--- src/rtl/branch_predictor_table_pkg.sv ---
// Shared definitions for the branch history table: named 2-bit counter states and
// the width-generic saturating next-counter function used by the table and its bypass.
package branch_predictor_table_pkg;

    localparam int CTR_MAX_W = 8;

    localparam logic [1:0] CTR_SNT = 2'b00;
    localparam logic [1:0] CTR_WNT = 2'b01;
    localparam logic [1:0] CTR_WT  = 2'b10;
    localparam logic [1:0] CTR_ST  = 2'b11;

    // Counter travels zero-extended to CTR_MAX_W bits; width selects the saturation ceiling.
    function automatic logic [CTR_MAX_W-1:0] sat_update(
        input logic [CTR_MAX_W-1:0] ctr,
        input logic                 taken,
        input int                   width
    );
        logic [CTR_MAX_W-1:0] top;
        top = CTR_MAX_W'((1 << width) - 1);
        if (taken) begin
            sat_update = (ctr == top) ? ctr : ctr + CTR_MAX_W'(1);
        end else begin
            sat_update = (ctr == '0) ? ctr : ctr - CTR_MAX_W'(1);
        end
    endfunction

    function automatic logic ctr_msb(
        input logic [CTR_MAX_W-1:0] ctr,
        input int                   width
    );
        logic [CTR_MAX_W-1:0] shifted;
        shifted = ctr >> (width - 1);
        return shifted[0];
    endfunction

endpackage

--- src/rtl/branch_predictor_table_sat_counter.sv ---
// One table entry: CTR_WIDTH-bit saturating up/down counter, moved only on its
// decoded write strobe, asynchronously reset to INIT_CTR.
module bpt_sat_counter
    import branch_predictor_table_pkg::*;
#(
    parameter int CTR_WIDTH = 2,
    parameter int INIT_CTR  = 1
) (
    input  logic                 i_clk,
    input  logic                 i_arst,
    input  logic                 i_we,
    input  logic                 i_taken,
    output logic [CTR_WIDTH-1:0] o_ctr
);

    logic [CTR_WIDTH-1:0] r_ctr;

    always_ff @(posedge i_clk or posedge i_arst) begin
        if (i_arst) begin
            r_ctr <= CTR_WIDTH'(INIT_CTR);
        end else if (i_we) begin
            r_ctr <= CTR_WIDTH'(sat_update(CTR_MAX_W'(r_ctr), i_taken, CTR_WIDTH));
        end
    end

    assign o_ctr = r_ctr;

endmodule

--- src/rtl/branch_predictor_table.sv ---
// Branch history table of saturating counters: bimodal or gshare indexing, registered
// prediction one cycle after lookup, training from execute every cycle regardless of stall.
module branch_predictor_table
    import branch_predictor_table_pkg::*;
#(
    parameter int INDEX_BITS = 5,
    parameter int CTR_WIDTH  = 2,
    parameter int INIT_CTR   = 1,
    parameter int GSHARE     = 0,
    parameter int GHR_BITS   = 5
) (
    input  logic                  i_clk,
    input  logic                  i_arst,
    input  logic                  i_en,
    input  logic [INDEX_BITS-1:0] i_rd_addr,
    output logic                  o_prediction,
    output logic [INDEX_BITS-1:0] o_pred_index,
    input  logic                  i_upd_valid,
    input  logic [INDEX_BITS-1:0] i_upd_index,
    input  logic                  i_upd_taken
);

    localparam int DEPTH = 1 << INDEX_BITS;

    logic [INDEX_BITS-1:0] w_ghr_ext;
    logic [INDEX_BITS-1:0] w_idx;
    logic [DEPTH-1:0]      w_we;
    logic [CTR_WIDTH-1:0]  w_ctr [DEPTH];
    logic [CTR_WIDTH-1:0]  w_rd_ctr;
    logic [CTR_MAX_W-1:0]  w_rd_post;
    logic                  w_collide;
    logic                  w_rd_pred;

    logic                  r_prediction;
    logic [INDEX_BITS-1:0] r_pred_index;

    // History is updated only by resolved branches, so it never needs repair.
    generate
        if (GSHARE != 0) begin : g_gshare
            logic [GHR_BITS-1:0] r_ghr;

            always_ff @(posedge i_clk or posedge i_arst) begin
                if (i_arst) begin
                    r_ghr <= '0;
                end else if (i_upd_valid) begin
                    r_ghr <= GHR_BITS'({r_ghr, i_upd_taken});
                end
            end

            assign w_ghr_ext = INDEX_BITS'(r_ghr);
        end else begin : g_bimodal
            assign w_ghr_ext = '0;
        end
    endgenerate

    assign w_idx = i_rd_addr ^ w_ghr_ext;

    genvar gi;
    generate
        for (gi = 0; gi < DEPTH; gi++) begin : g_entry
            assign w_we[gi] = i_upd_valid && (i_upd_index == INDEX_BITS'(gi));

            bpt_sat_counter #(
                .CTR_WIDTH (CTR_WIDTH),
                .INIT_CTR  (INIT_CTR)
            ) u_ctr (
                .i_clk   (i_clk),
                .i_arst  (i_arst),
                .i_we    (w_we[gi]),
                .i_taken (i_upd_taken),
                .o_ctr   (w_ctr[gi])
            );
        end
    endgenerate

    // Write-first: a lookup hitting the entry being trained sees the trained value.
    assign w_rd_ctr  = w_ctr[w_idx];
    assign w_collide = i_upd_valid && (i_upd_index == w_idx);
    assign w_rd_post = w_collide ? sat_update(CTR_MAX_W'(w_rd_ctr), i_upd_taken, CTR_WIDTH)
                                 : CTR_MAX_W'(w_rd_ctr);
    assign w_rd_pred = ctr_msb(w_rd_post, CTR_WIDTH);

    always_ff @(posedge i_clk or posedge i_arst) begin
        if (i_arst) begin
            r_prediction <= 1'b0;
            r_pred_index <= '0;
        end else if (i_en) begin
            r_prediction <= w_rd_pred;
            r_pred_index <= w_idx;
        end
    end

    assign o_prediction = r_prediction;
    assign o_pred_index = r_pred_index;

endmodule
--- config.mk ---
export PLATFORM = sky130hd
export DESIGN_NAME = branch_predictor_table
export DESIGN_NICKNAME = d
export VERILOG_FILES = /design/src/rtl/branch_predictor_table_pkg.sv /design/src/rtl/branch_predictor_table_sat_counter.sv /design/src/rtl/branch_predictor_table.sv
export SDC_FILE = /design/constraint.sdc
export NUM_CORES = 1
export LEC_CHECK = 0
export BUFFER_PORTS_ARGS = -buffer_cell sky130_fd_sc_hd__buf_2
export CELL_PAD_IN_SITES_DETAIL_PLACEMENT = 1
export CELL_PAD_IN_SITES_GLOBAL_PLACEMENT = 1
export CORE_MARGIN = 5
export CORE_UTILIZATION = 40
export CTS_CLUSTER_DIAMETER = 100
export DETAILED_ROUTE_END_ITERATION = 12
export PLACE_DENSITY = 0.78
export SLEW_MARGIN = 5
export SYNTH_ARGS = -nofsm -noshare
export SYNTH_HDL_FRONTEND = slang
export SYNTH_SLANG_ARGS = --single-unit
--- constraint.sdc ---
create_clock -name i_clk -period 1.9 [get_ports i_clk]
set_input_delay 0 -clock i_clk [delete_from_list [all_inputs] [get_ports i_clk]]
set_output_delay 0 -clock i_clk [all_outputs]
set_load 0.005 [all_outputs]
==> flow_summary.yaml, run 1 <==
synthesis:
  syn_area_um2: 4350
  synth-simple-area-share_pct: 17.6
  synth_nets: 513
  ys_warn_count: 0
  ys_seq_area_share_pct: 41.2
  syn_avg_cell_area_um2: 8.74
  synth_ff_type: "dfrtp_1"
  synth_top_cell_area_share_pct: 21.9
  synthArstFlopShare_pct: 100
  synthAdderAreaFrac_pct: 0
  synthXorXnorAreaFrac_pct: 1.01
  yosys.cell_types.count: 44
  synth_edf_count: 0
  synth-seq-cells: 70
  synth_top_family_by_area: "compound AO/OA/AOI/OAI gates"
  yosys-top-cells-area: "dfrtp_1 22%, dfstp_2 19%, o21ai_0 7.6%"
  muxShareOfSynthArea_pct: 10.7
  synth_compound_area_share_pct: 24.3
  synth_top_cell_by_area: "dfrtp_1"
  postSynthCellCount: 498
worst_setup_path:
  reg2reg_depth: 5
  path_cells: "mux4_2 > nor4b_1 > a41o_1 > o41ai_2 > a31oi_1"
  cp_slowest_cell: "mux4_2"
  end_kind: "flop"
  crit_path_max_incr_delay_ns: 0.48
  r2r_end: "o_prediction"
  r2r_slack_ns: 0.13
  arrival_ns: 2.02
  crit_fanout: 6
  crit_type: "reg -> reg"
  cp-start-kind: "flop"
  r2r-start: "g_entry[5].u_ctr.o_ctr[0]"
  cp.required_ns: 2.15
die:
  die_y_um: 114
  io_pins: 21
  die_x_um: 114
  start_util_pct: 40.5
  rows: 38
  dieArea_um2: 13100
  core_area_um2: 10700
timing:
  worstMarginPinSlew_ns: 0.563
  slew_viol_final: 0
  maxSlewHeadroom_pct: 62.4
  rsz0062_at_grt: "false"
  final.period_utilization_pct: 93.0
  finalClockSkew_ns: 0.0148
  final-setup-viol-count: 0
  hold-worst-slack_ns: 0.0647
  max_freq_mhz: 566
  tns_ns: 0
  hold_violations: 0
  min_period_ns: 1.77
finish:
  fill_cells: 1306
  nets: 526
  fin_cells: 656
  layout-drive-gt1-share_pct: 20.7
  areaGrowthSynthToFinish_pct: 11.1
  antenna_cells: 0
  postLayoutCoreUtil_pct: 45.0
routing:
  dr.pass1.iters: 4
  wl_per_cell_um: 19.9
  wl_met3_um: 412
  vias_per_cell: 6.02
  dr_wl_met2_um: 6550
  routed_wl_um: 13100
  drc_errors: 0
  vias: 3952
  drt-initial-drc-count: 299
  drt-met1-wl_um: 5790
  dr.max_layer_used: "met4"
  ant_nets: 0
clocking:
  post_cts_buffers: 0
  clkTransAtPathRegs_ns: 0.08
  cts.repair.resized: 0
  cts_sinks: 70
  clock-root-buffer: "clkbuf_8"
  clk_path_buf_depth: 2
  h-tree-depth: 3
  cts_tree: "built"
  clk-insertion-delay-late_ns: 0.37
  cts_buffers: 9
job:
  cap_violations: 0
power_and_ir_drop:
  p_per_area_nw_per_um2: 846
  p_total_uw: 4090
  leakagePower_uw: 0.00181
  irDropWorstVdd_v: 0.000413
global_route:
  grt-ovfl-total: 0
  grt_pass1_wl_um: 21600
  grt_max_degree: 71
  antenna_found_initial: 0
  grt_pass1_vias: 4244
  grtUsageTotal_pct: 21.1
outcome:
  status: "complete, no violations"
hold_path:
  min-delay-start: "i_en"
  whs_path_depth: 2
  min_to: "o_pred_index[4]"
  hp-class: "in -> reg"
placed_design:
  gp_congestion: 0.862
  dp_hpwl_um: 9230
  portBuffers: 20
  dp.cells: 639
## state kept, by name, summed over array words and instances, names as in the netlist
| signal | cells |
|---|---|
| g_entry.u_ctr.o_ctr | 64 |
| o_pred_index | 5 |
| o_prediction | 1 |
## Yosys cell counts, drive strengths merged (3+ instances only)
cell type / number
a21oi: 55
nand3: 13
and4b: 3
a211oi: 9
or2: 7
o31ai: 4
o221a: 4
mux2: 6
nand2b: 4
a22oi: 5
o2111ai: 10
inv: 19
xnor2: 5
nor3: 7
dfrtp: 38
nor2: 49
mux2i: 26
a31oi: 14
clkbuf: 25
o21ai: 66
buf: 9
nand2: 44
nor2b: 7
and2: 3
o211ai: 7
dfstp: 32
mux4: 6
## per-layer routing
layer | vias to the layer above | global-route usage [%]
met4 | 0 | 9.74
li1 | 1853 | -
met1 | 2029 | 26.1
met2 | 51 | 36.4
met3 | 19 | 2.70
met5 | - | 0
## placed cells by master (no fill, tap or decap), types with 5 or more instances in the layout
cell type,Yosys,layout
dfstp_2,32,32
o2111ai_1,10,10
inv_1,19,18
buf_2,5,20
nand3_1,13,13
nor2b_1,7,7
or2_2,7,7
nor2_1,49,49
dfrtp_1,38,38
buf_4,0,13
o211ai_1,7,7
mux4_2,5,5
a22oi_1,5,5
nor3_1,7,7
mux2_2,6,6
a211oi_1,9,9
mux2i_1,26,26
nand2_1,44,44
o21ai_0,66,66
a21oi_1,55,55
xnor2_1,5,5
clkbuf_8,0,10
a31oi_1,14,14
## metrics by stage
| stage | area (um^2) | setup WS (ns) |
|---|---|---|
| floorplan | 4350 | 0.185 |
| global placement | 4610 | 0.144 |
| detailed placement | 4610 | 0.0836 |
| CTS | 4830 | 0.124 |
| global route | 4830 | 0.0704 |
| finish | 4830 | 0.134 |
## what timing repair did
action / 4_1_cts / 5_1_grt
setup endpoints to repair: 0 / 0
hold buffers: 1 / 0
hold endpoints to repair: 38 / 0
## kinds of logic after synthesis
logic type             count (synthesis)
AO/OA/AOI/OAI                        178
AND/OR/NAND/NOR                      154
XOR/XNOR                               5
multiplexers                          38
buffers and inverters                 53
flip-flops                            70
## worst max-delay path by stage
| stage | startpoint | to | depth (start not counted) |
|---|---|---|---|
| final | g_entry[5].u_ctr.o_ctr[0] | o_prediction | 5 |
| after global routing | g_entry[5].u_ctr.o_ctr[0] | o_prediction | 5 |
| after CTS | g_entry[7].u_ctr.o_ctr[0] | o_prediction | 5 |
| after detailed placement | i_rd_addr[1] | o_prediction | 7 |
| after global placement | i_rd_addr[1] | o_prediction | 7 |
| after floorplan | i_arst | g_entry[0].u_ctr.o_ctr[1] | 1 |
## cell type report
cell class	instances	area (um^2)	area share, %
clock inverter	4	70.1	1.45
sequential	70	1790	37.1
clock buffer	12	145	3.00
timing repair buffer	36	248	5.13
tap	140	175	3.63
inverter	19	71.3	1.48
multi-input combinational	375	2330	48.2
## report_power, final
part	internal (uW)	switching (uW)
Clock	773	604
Sequential	1780	208
Combinational	305	418
Total	2860	1230
## worst max-delay path, delay by kind of cell (launching register included)
kind	cells	cell delay, ns
muxes	1	0.48
DFF	1	0.40
and+or+nand+nor	1	0.16
AOI/OAI and AO/OA	3	0.64
No activity file was read; power rests on OpenSTA's default activity.
==> inputs of run 2 (changes only) <==
Settings changed: CELL_PAD_IN_SITES_DETAIL_PLACEMENT 1 to 0, CELL_PAD_IN_SITES_GLOBAL_PLACEMENT 1 to 2, CORE_UTILIZATION 40 to 39, PLACE_DENSITY 0.78 to 0.9.
==> run 2 against run 1 <==
First-iteration DRC count is 1.7% higher. Final area increased by 3.4%. Non-clock buffer count rose by 10. Maximum frequency is essentially flat. Register-to-register slack about the same. Sequential power about the same. Clock-buffer cell count fell by 2. Worst setup slack better by 0.0013 ns. Clock power increased by 20%. Critical path depth is the same.
==> flow_summary.yaml, run 2 (same netlist as run 1, synthesis figures left out) <==
worst_setup_path:
  cp.required_ns: 2.14
  end_kind: "flop"
  cp-start-kind: "flop"
  arrival_ns: 2.01
  r2r_slack_ns: 0.14
  r2r_end: "o_prediction"
  crit_type: "reg -> reg"
  reg2reg_depth: 5
  r2r-start: "g_entry[18].u_ctr.o_ctr[0]"
  crit_fanout: 7
global_route:
  grt-ovfl-total: 0
  grt_pass1_wl_um: 19600
  grtUsageTotal_pct: 18.8
  antenna_found_initial: 0
  grt_pass1_vias: 3685
  grt_max_degree: 43
placed_design:
  gp_congestion: 0.856
  dp_hpwl_um: 8260
  portBuffers: 20
  dp.cells: 641
finish:
  antenna_cells: 0
  fill_cells: 1029
  layout-drive-gt1-share_pct: 22.8
  largest_register_ffs: 64
  areaGrowthSynthToFinish_pct: 14.9
  seqCellArea_um2: 1790
  nets: 536
  multi_input_area_um2: 2340
  fin_cells: 666
  final_common_cell: "o21ai_0"
  final_cell_mix: "66 x o21ai_0, 55 x a21oi_1, 49 x nor2_1"
clocking:
  clkTransAtPathRegs_ns: 0.08
  h-tree-depth: 3
  cts_tree: "built"
  cts_sinks: 70
  cts_buffers: 9
  clock-root-buffer: "clkbuf_8"
  clk-insertion-delay-late_ns: 0.36
  clk_path_buf_depth: 2
timing:
  final-setup-viol-count: 0
  final.period_utilization_pct: 92.9
  max_freq_mhz: 567
  maxSlewHeadroom_pct: 62.2
  finalClockSkew_ns: 0.0120
  slew_viol_final: 0
  tns_ns: 0
  rsz0062_at_grt: "false"
  min_period_ns: 1.76
  hold_violations: 0
  worstMarginPinSlew_ns: 0.568
routing:
  vias_per_cell: 5.79
  vias: 3858
  wl_per_cell_um: 17.8
  dr.pass1.iters: 6
  routed_wl_um: 11900
  drt-initial-drc-count: 304
  drc_errors: 0
  ant_nets: 0
hold_path:
  hp-class: "in -> reg"
  whs_path_depth: 3
  min-delay-start: "i_upd_taken"
  min_to: "g_entry[25].u_ctr.o_ctr[0]"
power_and_ir_drop:
  p_per_area_nw_per_um2: 869
  irDropWorstVdd_v: 0.000362
  p_total_uw: 4340
  leakagePower_uw: 0.00189
die:
  core_area_um2: 10900
  die_y_um: 116
  start_util_pct: 40.0
  rows: 38
  dieArea_um2: 13400
  io_pins: 21
  die_x_um: 116
outcome:
  status: "complete, no violations"
job:
  cap_violations: 0
-- run 2: cell types whose count changed in the layout (fill, tap and decap cells not counted), sizes merged --
cell and change:
buf +8, bufinv +2, clkbuf -1, clkinv -1
clkinvlp +1, dlymetal6s4s +1
-- run 2: critical path, cell delays in order, from the launching register on --
cell and delay, ns:
dfstp_2 0.41, mux4_2 0.48, o2111ai_1 0.23, o2111ai_2 0.18, o41ai_2 0.29, a31oi_1 0.07
-- run 2: how the worst max path moves through the flow --
stage	depth (start not counted)	end	start
final	5	o_prediction	g_entry[18].u_ctr.o_ctr[0]
after global routing	5	o_prediction	g_entry[18].u_ctr.o_ctr[0]
after CTS	8	o_prediction	i_rd_addr[1]
after detailed placement	5	o_prediction	g_entry[7].u_ctr.o_ctr[0]
after global placement	5	o_prediction	g_entry[5].u_ctr.o_ctr[0]
after floorplan	1	g_entry[0].u_ctr.o_ctr[1]	i_arst
-- run 2: report_power, final --
part           switching (uW)  total, uW  leakage, uW  internal (uW)
logic                     400        724      0.00103            324
clock network             608       1650     0.000132           1040
registers                 194       1970     0.000735           1780
total                    1200       4340      0.00189           3140
-- run 2: layout make-up --
cell class	instances	area share [%]
multi-input combinational	375	46.9
sequential	70	35.8
timing repair buffer	46	6.93
clock inverter	6	2.65
clock buffer	10	2.75
inverter	19	1.43
tap	140	3.50
-- run 2: metrics by stage --
stage          hold slack [ns]  setup slack [ns]  area, um^2  utilization [%]
6_report                0.0341             0.135        5000             45.9
5_1_grt                 0.0699            0.0367        5000             45.9
4_1_cts                 0.0197            0.0812        4920             45.2
3_5_place_dp            0.0169             0.157        4630             42.6
3_3_place_gp            0.0154             0.173        4630             42.6
2_1_floorplan            0.293             0.185        4350                -
-- run 2: metal layers --
layer,GRT usage (%),share of wire [%],vias to the layer above
li1,-,-,1868
met1,25.7,46,1875
met2,29.3,46,96
met3,3.08,4.8,19
met4,8.82,2.9,0
met5,0,0,-
-- run 2: timing repair --
action,in CTS,in global routing
gates resized for setup,0,6
endpoints found under the setup margin,0,1
hold endpoints to repair,37,0
hold buffers,2,0
buffers inserted,0,7
==> inputs of run 3 (changes only) <==
Settings changed: CORE_ASPECT_RATIO from default to 1.4.
==> run 3 against run 2 <==
Hold slack gained 0.035 ns. Sequential power barely moved. Final area barely moved. Critical path depth unchanged.
==> flow_summary.yaml, run 3 (same netlist as run 1, synthesis figures left out) <==
outcome:
  status: "complete, no violations"
timing:
  tns_ns: 0
  slew_viol_final: 0
  hold_violations: 0
  maxSlewHeadroom_pct: 60.6
  hold-worst-slack_ns: 0.0690
  rsz0062_at_grt: "false"
  worstMarginPinSlew_ns: 0.582
  max_freq_mhz: 562
  final.period_utilization_pct: 93.7
  min_period_ns: 1.78
  final-setup-viol-count: 0
  finalClockSkew_ns: 0.00697
routing:
  vias_per_cell: 5.84
  routed_wl_um: 12000
  vias: 3852
  wl_per_cell_um: 18.2
  ant_nets: 0
  dr.pass1.iters: 6
  drc_errors: 0
  drt-initial-drc-count: 253
finish:
  largest_register_ffs: 64
  areaGrowthSynthToFinish_pct: 15.0
  layout-drive-gt1-share_pct: 21.6
  seqCellArea_um2: 1790
  final_common_cell: "o21ai_0"
  nets: 529
  antenna_cells: 0
  final_cell_mix: "66 x o21ai_0, 55 x a21oi_1, 49 x nor2_1"
  multi_input_area_um2: 2330
  fill_cells: 1031
worst_setup_path:
  crit_fanout: 6
  arrival_ns: 2.00
  cp.required_ns: 2.12
  crit_type: "reg -> reg"
  end_kind: "flop"
  cp-start-kind: "flop"
die:
  io_pins: 21
  dieArea_um2: 13400
  rows: 45
  die_x_um: 99.3
  die_y_um: 135
  start_util_pct: 40.0
  core_area_um2: 10900
clocking:
  clkTransAtPathRegs_ns: 0.06
  cts_sinks: 70
  cts_buffers: 9
  clk_path_buf_depth: 2
  cts_tree: "built"
  clock-root-buffer: "clkbuf_16"
  clk-insertion-delay-late_ns: 0.34
  cts.repair.resized: 0
  h-tree-depth: 3
hold_path:
  hp-class: "in -> reg"
power_and_ir_drop:
  irDropWorstVdd_v: 0.000400
  leakagePower_uw: 0.00188
  p_per_area_nw_per_um2: 933
global_route:
  grt-ovfl-total: 0
  grt_max_degree: 92
  antenna_found_initial: 0
  grt_pass1_vias: 3719
  grt_pass1_wl_um: 19500
  grtUsageTotal_pct: 18.7
placed_design:
  dp_hpwl_um: 8640
  portBuffers: 20
  gp_congestion: 0.897
job:
  cap_violations: 0
run 3: final timing paths:
| check | end | cells past startpoint | slack, ns | from |
|---|---|---|---|---|
| worst min-delay path | o_pred_index[3] | 2 | 0.07 | i_en |
| worst max register to register | o_prediction | 5 | 0.12 | g_entry[5].u_ctr.o_ctr[0] |
| worst min register to register | g_entry[22].u_ctr.o_ctr[0] | 1 | 0.49 | g_entry[22].u_ctr.o_ctr[0] |
| min in group asynchronous | g_entry[3].u_ctr.o_ctr[1] | 3 | 0.24 | i_arst |
| worst max-delay path | o_prediction | 5 | 0.12 | g_entry[5].u_ctr.o_ctr[0] |
| max in group asynchronous | g_entry[28].u_ctr.o_ctr[0] | 4 | 1.00 | i_arst |
run 3: cell type report:
class	count	area share (%)
Multi-Input combinational cell	375	46.6
Clock inverter	7	2.45
Inverter	19	1.43
Tap cell	141	3.53
Sequential cell	70	35.8
Timing Repair Buffer	39	5.65
Clock buffer	9	4.50
run 3: power breakdown:
part           internal [uW]  switching [uW]  leakage, uW
registers               1780             199     0.000735
logic                    312             409     0.000981
clock network           1290             677     0.000162
run 3: timing repair:
item                      CTS  global route
hold buffers                1             0
hold endpoints to repair    9             0
setup buffers               0             0
run 3: stage by stage:
| step | cell area (um^2) | std cells | setup slack [ns] | util [%] | power (uW) |
|---|---|---|---|---|---|
| after floorplan | 4350 | 498 | 0.185 | - | 2460 |
| after global placement | 4640 | 643 | 0.151 | 42.7 | 2690 |
| after detailed placement | 4640 | 643 | 0.140 | 42.7 | 2720 |
| after CTS | 5000 | 660 | 0.134 | 46.0 | 4710 |
| after global routing | 5000 | 660 | 0.0672 | 46.0 | 4880 |
| final | 5000 | 660 | 0.120 | 46.0 | 4670 |
run 3: per-layer routing:
layer / vias up / GRT usage (%) / wire length [um]
li1: 1855 / - / -
met1: 1863 / 23.0 / 5110
met2: 103 / 31.2 / 5980
met3: 31 / 3.41 / 475
met4: 0 / 9.49 / 424
met5: - / 0 / 0
run 3: worst max-delay path: stages (launching register included):
cell,delay [ns]
dfstp_2,0.39
mux4_2,0.48
nor4b_1,0.16
a41o_1,0.24
o41ai_2,0.32
a31oi_1,0.08
